File: src/rtl/bcd2bin_seq_if.sv
// rtl/bcd2bin_seq_if.sv - start/busy/done handshake bundle for the BCD to binary converter
interface bcd2bin_seq_if #(
  parameter int DIGITS = 4,
  parameter int BW     = 14
);
  logic                  start;
  logic [4*DIGITS-1:0]   bcd_in;
  logic                  busy;
  logic                  done;
  logic                  err;
  logic [BW-1:0]         binout;

  modport master (
    output start, bcd_in,
    input  busy, done, err, binout
  );

  modport slave (
    input  start, bcd_in,
    output busy, done, err, binout
  );
endinterface

File: src/rtl/bcd2bin_seq.sv
// rtl/bcd2bin_seq.sv - sequential packed-BCD to binary converter (reverse double-dabble)
module bcd2bin_seq #(
  parameter int DIGITS = 4,
  parameter int BW     = 14
) (
  input  logic             clk,
  input  logic             rst,
  bcd2bin_seq_if.slave     bus
);

  typedef enum logic {
    IDLE = 1'b0,
    CONV = 1'b1
  } state_t;

  localparam int             BCDW      = 4 * DIGITS;
  localparam logic [BW-1:0]  LAST_STEP = BW[BW-1:0] - {{(BW-1){1'b0}}, 1'b1};
  localparam logic [BW-1:0]  ONE       = {{(BW-1){1'b0}}, 1'b1};

  state_t            state, state_n;
  logic [BW-1:0]     cnt, cnt_n;
  logic [BCDW-1:0]   bcd, bcd_n;
  logic [BW-1:0]     bin, bin_n;
  logic              busy_q, busy_n;
  logic              done_q, done_n;
  logic              err_q, err_n;
  logic [BW-1:0]     binout_q, binout_n;

  logic [BCDW-1:0]   bcd_sh;
  logic [BCDW-1:0]   bcd_corr;
  logic [BW-1:0]     bin_sh;
  logic              bad_digit;

  // One reverse double-dabble step: shift right, then pull every digit >= 8 down by 3
  always_comb begin
    bcd_sh   = {1'b0, bcd[BCDW-1:1]};
    bin_sh   = {bcd[0], bin[BW-1:1]};
    bcd_corr = bcd_sh;
    for (int i = 0; i < DIGITS; i++) begin
      if (bcd_sh[4*i +: 4] >= 4'd8) begin
        bcd_corr[4*i +: 4] = bcd_sh[4*i +: 4] - 4'd3;
      end
    end
  end

  // Flag an operand that holds any non-decimal digit
  always_comb begin
    bad_digit = 1'b0;
    for (int i = 0; i < DIGITS; i++) begin
      if (bus.bcd_in[4*i +: 4] > 4'd9) begin
        bad_digit = 1'b1;
      end
    end
  end

  // Next-state and output decode; done is a pulse, result/err hold between pulses
  always_comb begin
    state_n  = state;
    cnt_n    = cnt;
    bcd_n    = bcd;
    bin_n    = bin;
    busy_n   = busy_q;
    done_n   = 1'b0;
    err_n    = err_q;
    binout_n = binout_q;
    unique case (state)
      IDLE: begin
        busy_n = 1'b0;
        if (bus.start) begin
          if (bad_digit) begin
            done_n   = 1'b1;
            err_n    = 1'b1;
            binout_n = '0;
          end else begin
            bcd_n   = bus.bcd_in;
            bin_n   = '0;
            cnt_n   = '0;
            busy_n  = 1'b1;
            state_n = CONV;
          end
        end
      end
      CONV: begin
        bcd_n = bcd_corr;
        bin_n = bin_sh;
        cnt_n = cnt + ONE;
        if (cnt == LAST_STEP) begin
          binout_n = bin_sh;
          done_n   = 1'b1;
          err_n    = 1'b0;
          busy_n   = 1'b0;
          state_n  = IDLE;
        end
      end
      default: state_n = IDLE;
    endcase
  end

  // State and output registers; reset aborts any conversion in flight
  always_ff @(posedge clk) begin
    if (rst) begin
      state    <= IDLE;
      cnt      <= '0;
      bcd      <= '0;
      bin      <= '0;
      busy_q   <= 1'b0;
      done_q   <= 1'b0;
      err_q    <= 1'b0;
      binout_q <= '0;
    end else begin
      state    <= state_n;
      cnt      <= cnt_n;
      bcd      <= bcd_n;
      bin      <= bin_n;
      busy_q   <= busy_n;
      done_q   <= done_n;
      err_q    <= err_n;
      binout_q <= binout_n;
    end
  end

  assign bus.busy   = busy_q;
  assign bus.done   = done_q;
  assign bus.err    = err_q;
  assign bus.binout = binout_q;

endmodule

File: src/flat_wrapper.sv
// flat-port wrapper written by rule: the top's interface ports become plain ports
module bcd2bin_seq_flat 
#(
  parameter int DIGITS = 4,
  parameter int BW     = 14
)
  (clk, rst, bus_start, bus_bcd_in, bus_busy, bus_done, bus_err, bus_binout);
  bcd2bin_seq_if #(.DIGITS(DIGITS), .BW(BW)) bus_i ();
  input  logic clk;
  input  logic rst;
  input wire logic [$bits(bus_i.start)-1:0] bus_start;
  input wire logic [$bits(bus_i.bcd_in)-1:0] bus_bcd_in;
  output wire logic [$bits(bus_i.busy)-1:0] bus_busy;
  output wire logic [$bits(bus_i.done)-1:0] bus_done;
  output wire logic [$bits(bus_i.err)-1:0] bus_err;
  output wire logic [$bits(bus_i.binout)-1:0] bus_binout;
  assign bus_i.start = bus_start;
  assign bus_i.bcd_in = bus_bcd_in;
  assign bus_busy = bus_i.busy;
  assign bus_done = bus_i.done;
  assign bus_err = bus_i.err;
  assign bus_binout = bus_i.binout;
  bcd2bin_seq #(.DIGITS(DIGITS), .BW(BW)) u_core (.clk(clk), .rst(rst), .bus(bus_i));
endmodule
File: config.mk
export PLATFORM = sky130hd
export DESIGN_NAME = bcd2bin_seq_flat
export DESIGN_NICKNAME = d
export VERILOG_FILES = /design/src/rtl/bcd2bin_seq_if.sv /design/src/rtl/bcd2bin_seq.sv /design/src/flat_wrapper.sv
export SDC_FILE = /design/constraint.sdc
export NUM_CORES = 1
export LEC_CHECK = 0
export ABC_AREA = 1
export BUFFER_PORTS_ARGS = -buffer_cell sky130_fd_sc_hd__buf_2
export CORE_ASPECT_RATIO = 0.8
export CORE_MARGIN = 5
export CORE_UTILIZATION = 30
export DETAILED_ROUTE_END_ITERATION = 10
export HOLD_SLACK_MARGIN = 0.08
export PLACE_DENSITY = 0.48
export SYNTH_ARGS = -nofsm -noshare
export SYNTH_HDL_FRONTEND = slang
export SYNTH_SLANG_ARGS = --single-unit
export TNS_END_PERCENT = 20
File: constraint.sdc
create_clock -name clk -period 1.4 [get_ports clk]
set_input_delay 0.28 -clock clk [delete_from_list [all_inputs] [get_ports clk]]
set_output_delay 0.28 -clock clk [all_outputs]
set_load 0.01 [all_outputs]
==> reports/metrics.yaml <==
status:
  status: "complete, no violations"
floorplanning:
  rows: 33
  core_area_sq_um: 10200
  dieArea_sq_um: 12400
  die_y_microns: 101
  num_io_pins: 36
  fp.dieW_microns: 123
  start_util: 0.303
cells_and_area:
  n_fill_cell: 1047
  nets: 544
  fin_util: 0.416
  multiInputGateArea_sq_um: 1750
  n_antenna_cell: 0
  drive_gt1_frac: 0.249
  regArea_sq_um: 1230
  syn_to_final_growth_pct: 37.2
routing:
  via_per_inst: 4.68
  drt_iter0_markers: 149
  ant_nets: 0
  wl_per_cell_microns: 13.1
  dr.pass1.iters: 4
  vias: 3100
  wl_mm: 8.68
  drc_errors: 0
worst_setup_path:
  worst-setup-path-type: "flip-flop to flip-flop"
  rrSetupSlack_ps: 8
  cp.required_ps: 1620
  crit_chain: "inv_2 > ha_4 > nand3_4 > nor2_4 > nand3_4 > buf_12 > a21boi_0 > nor2_1"
  cp.arrival_ps: 1610
  r2r-start: "u_core.cnt[1]$_SDFFE_PP0P_"
  reg2reg_depth: 8
  cp-end-kind: "flip-flop"
  cp_slowest_cell: "dfxtp_2"
  crit_path_start_kind: "flip-flop"
  crit_end: "u_core.bus.binout[1]$_SDFFE_PP0P_"
  crit_start: "u_core.cnt[1]$_SDFFE_PP0P_"
  path_max_fanout: 8
  cpMostUsedCell: "nand3_4"
  reg2reg_to: "u_core.bus.binout[1]$_SDFFE_PP0P_"
  critPathMaxStageDelay_ps: 320
logic_synthesis:
  synth_cell_types: 25
  async_flop_share: 0
  syn_area_per_cell_sq_um: 6.84
  synth_edf_count: 0
  ys.flop_type: "dfxtp_1"
  synth_seq_area_share: 0.397
  yosysWarningCount: 0
  syn_area_sq_um: 3080
  synth-seq-cells: 61
  synth_fp_nets: 477
  synth_cells: 450
timing:
  skew_ps: 6.23
  rsz0062_at_grt: "true"
  max_freq_mhz: 718
  max_slew_margin: 0.723
  worst_slack_ps: 7.91
  finalHoldViolations: 0
  tightest_slew_ps: 415
  min_period_ps: 1390
  slew_viol_final: 0
  min_period_over_period: 0.994
  setup_viol: 0
power:
  power_density_nw_per_um2: 1180
  power_frac_clock: 0.524
  power_uw: 4970
  p_leak_uw: 0.00177
  power_frac_comb: 0.104
  p_switching_uw: 1150
  p_sw_frac: 0.232
  power.sequential.fraction: 0.372
  internal-power_uw: 3810
  peakVddDrop_v: 0.000595
place:
  portBuffers: 35
  gp_congestion: 0.804
  post-place-ws_ps: -102
  dp_hpwl_mm: 5.70
run:
  cap_violations: 0
global_routing:
  grt_max_degree: 34
  grt_pass1_wl_mm: 13.8
  grt_overflow_total: 0
  grt_usage: 0.143
  antenna_found_initial: 0
  grt_pass1_vias: 2819
clocking:
  cts_buffer_depth: 2
  clkTransAtPathRegs_ps: 60
  clock_latency_ps: 330
  cts_tree: "done"
  h-tree-depth: 3
  cts_buffers: 9
  clock_sinks: 61
  root_buffer: "clkbuf_16"
  cts_hold_buf: 0
worst_hold_path:
  hold_class: "primary input to flip-flop"
  worstHoldPathCells: 3
sequential cells by signal, indices dropped and copies added (netlist names):
register           count
u_core.bus.err         1
u_core.state           1
u_core.bus.done        1
u_core.bin            13
u_core.bcd            16
u_core.bus.binout     14
u_core.cnt            14
u_core.bus.busy        1
metal layers:
layer | share of wire | vias up | track usage
li1 | - | 1613 | -
met1 | 0.50 | 1427 | 0.196
met2 | 0.45 | 51 | 0.215
met3 | 0.030 | 9 | 0.0365
met4 | 0.015 | 0 | 0.0570
met5 | 0 | - | 0
cell usage after synthesis, drive strengths merged (4+ instances only):
master | n | area share
a21boi | 12 | 0.029
a21oi | 42 | 0.068
buf | 17 | 0.033
clkbuf | 9 | 0.011
dfxtp | 61 | 0.40
ha | 8 | 0.033
inv | 29 | 0.035
nand2 | 99 | 0.12
nand3 | 49 | 0.080
nand3b | 12 | 0.029
nand4 | 4 | 0.0081
nor2 | 66 | 0.081
o21ai | 32 | 0.052
cell type report:
class | count | area share
clock inverters | 5 | 0.0252
multi-input cells | 333 | 0.414
clock buffers | 11 | 0.0575
well taps | 140 | 0.0415
flip-flops and latches | 61 | 0.291
repair buffers | 82 | 0.145
inverters | 30 | 0.0267
power groups by stage:
stage                     registers [uW]  clock network, uW  logic [uW]
after floorplan                     1890                  0         286
after detailed placement            1880                  0         499
after global routing                1860               2750         584
after global placement              1880                  0         496
final                               1850               2600         517
after CTS                           1850               2690         502
critical path: cells and delay by family, from the launching register on:
kind | cells | cell delay (ps)
compound gates | 1 | 160
fa+ha+maj | 1 | 130
buf+inv | 2 | 240
flops | 1 | 320
simple gates | 4 | 410
stage by stage:
step	cell area, sq um	hold slack (ps)	cells	TNS (ps)
floorplan	3080	434	450	0
global placement	3650	454	642	-1790
detailed placement	3650	451	642	-2070
CTS	4010	183	658	-7.03
global route	4220	203	662	-964
finish	4220	193	662	0
cells by family after synthesis:
group	synth area share
AOI/OAI and AO/OA	0.160
xor gates and xnor gates	0.00284
adders and majority gates	0.0325
buffers and inverters	0.0809
DFF	0.397
and+or+nand+nor	0.328
worst min path at each step:
| stage | start | slack (ps) | end |
|---|---|---|---|
| after global routing | bus_bcd_in[8] | 200 | u_core.bcd[8]$_SDFFE_PP0P_ |
| after CTS | bus_bcd_in[8] | 180 | u_core.bcd[8]$_SDFFE_PP0P_ |
| after floorplan | bus_bcd_in[0] | 430 | u_core.bcd[0]$_SDFFE_PP0P_ |
| after detailed placement | u_core.bus.err$_SDFFE_PP0P_ | 450 | u_core.bus.err$_SDFFE_PP0P_ |
| final | bus_bcd_in[8] | 190 | u_core.bcd[8]$_SDFFE_PP0P_ |
| after global placement | u_core.bus.err$_SDFFE_PP0P_ | 450 | u_core.bus.err$_SDFFE_PP0P_ |
placed cells by master (no fill, tap or decap), types with 5 or more instances in the layout:
master / synthesis / layout
nor2_2: 1 / 6
buf_4: 2 / 39
buf_2: 13 / 35
nand3_1: 49 / 47
a21boi_1: 1 / 6
inv_1: 29 / 28
a21oi_1: 42 / 41
o21ai_0: 32 / 29
nand3b_1: 12 / 12
clkbuf_16: 0 / 11
dfxtp_1: 61 / 57
nand2_1: 98 / 94
nor2_1: 65 / 55
ha_1: 8 / 6
nor2_4: 0 / 5
a21boi_2: 0 / 5
repair_timing:
item,CTS,global route
setup endpoints to repair,14,27
gates resized for setup,3,52
cloned,0,3
setup buffers,0,1
pin swaps,0,7
No activity file was read; power rests on OpenSTA's default activity.
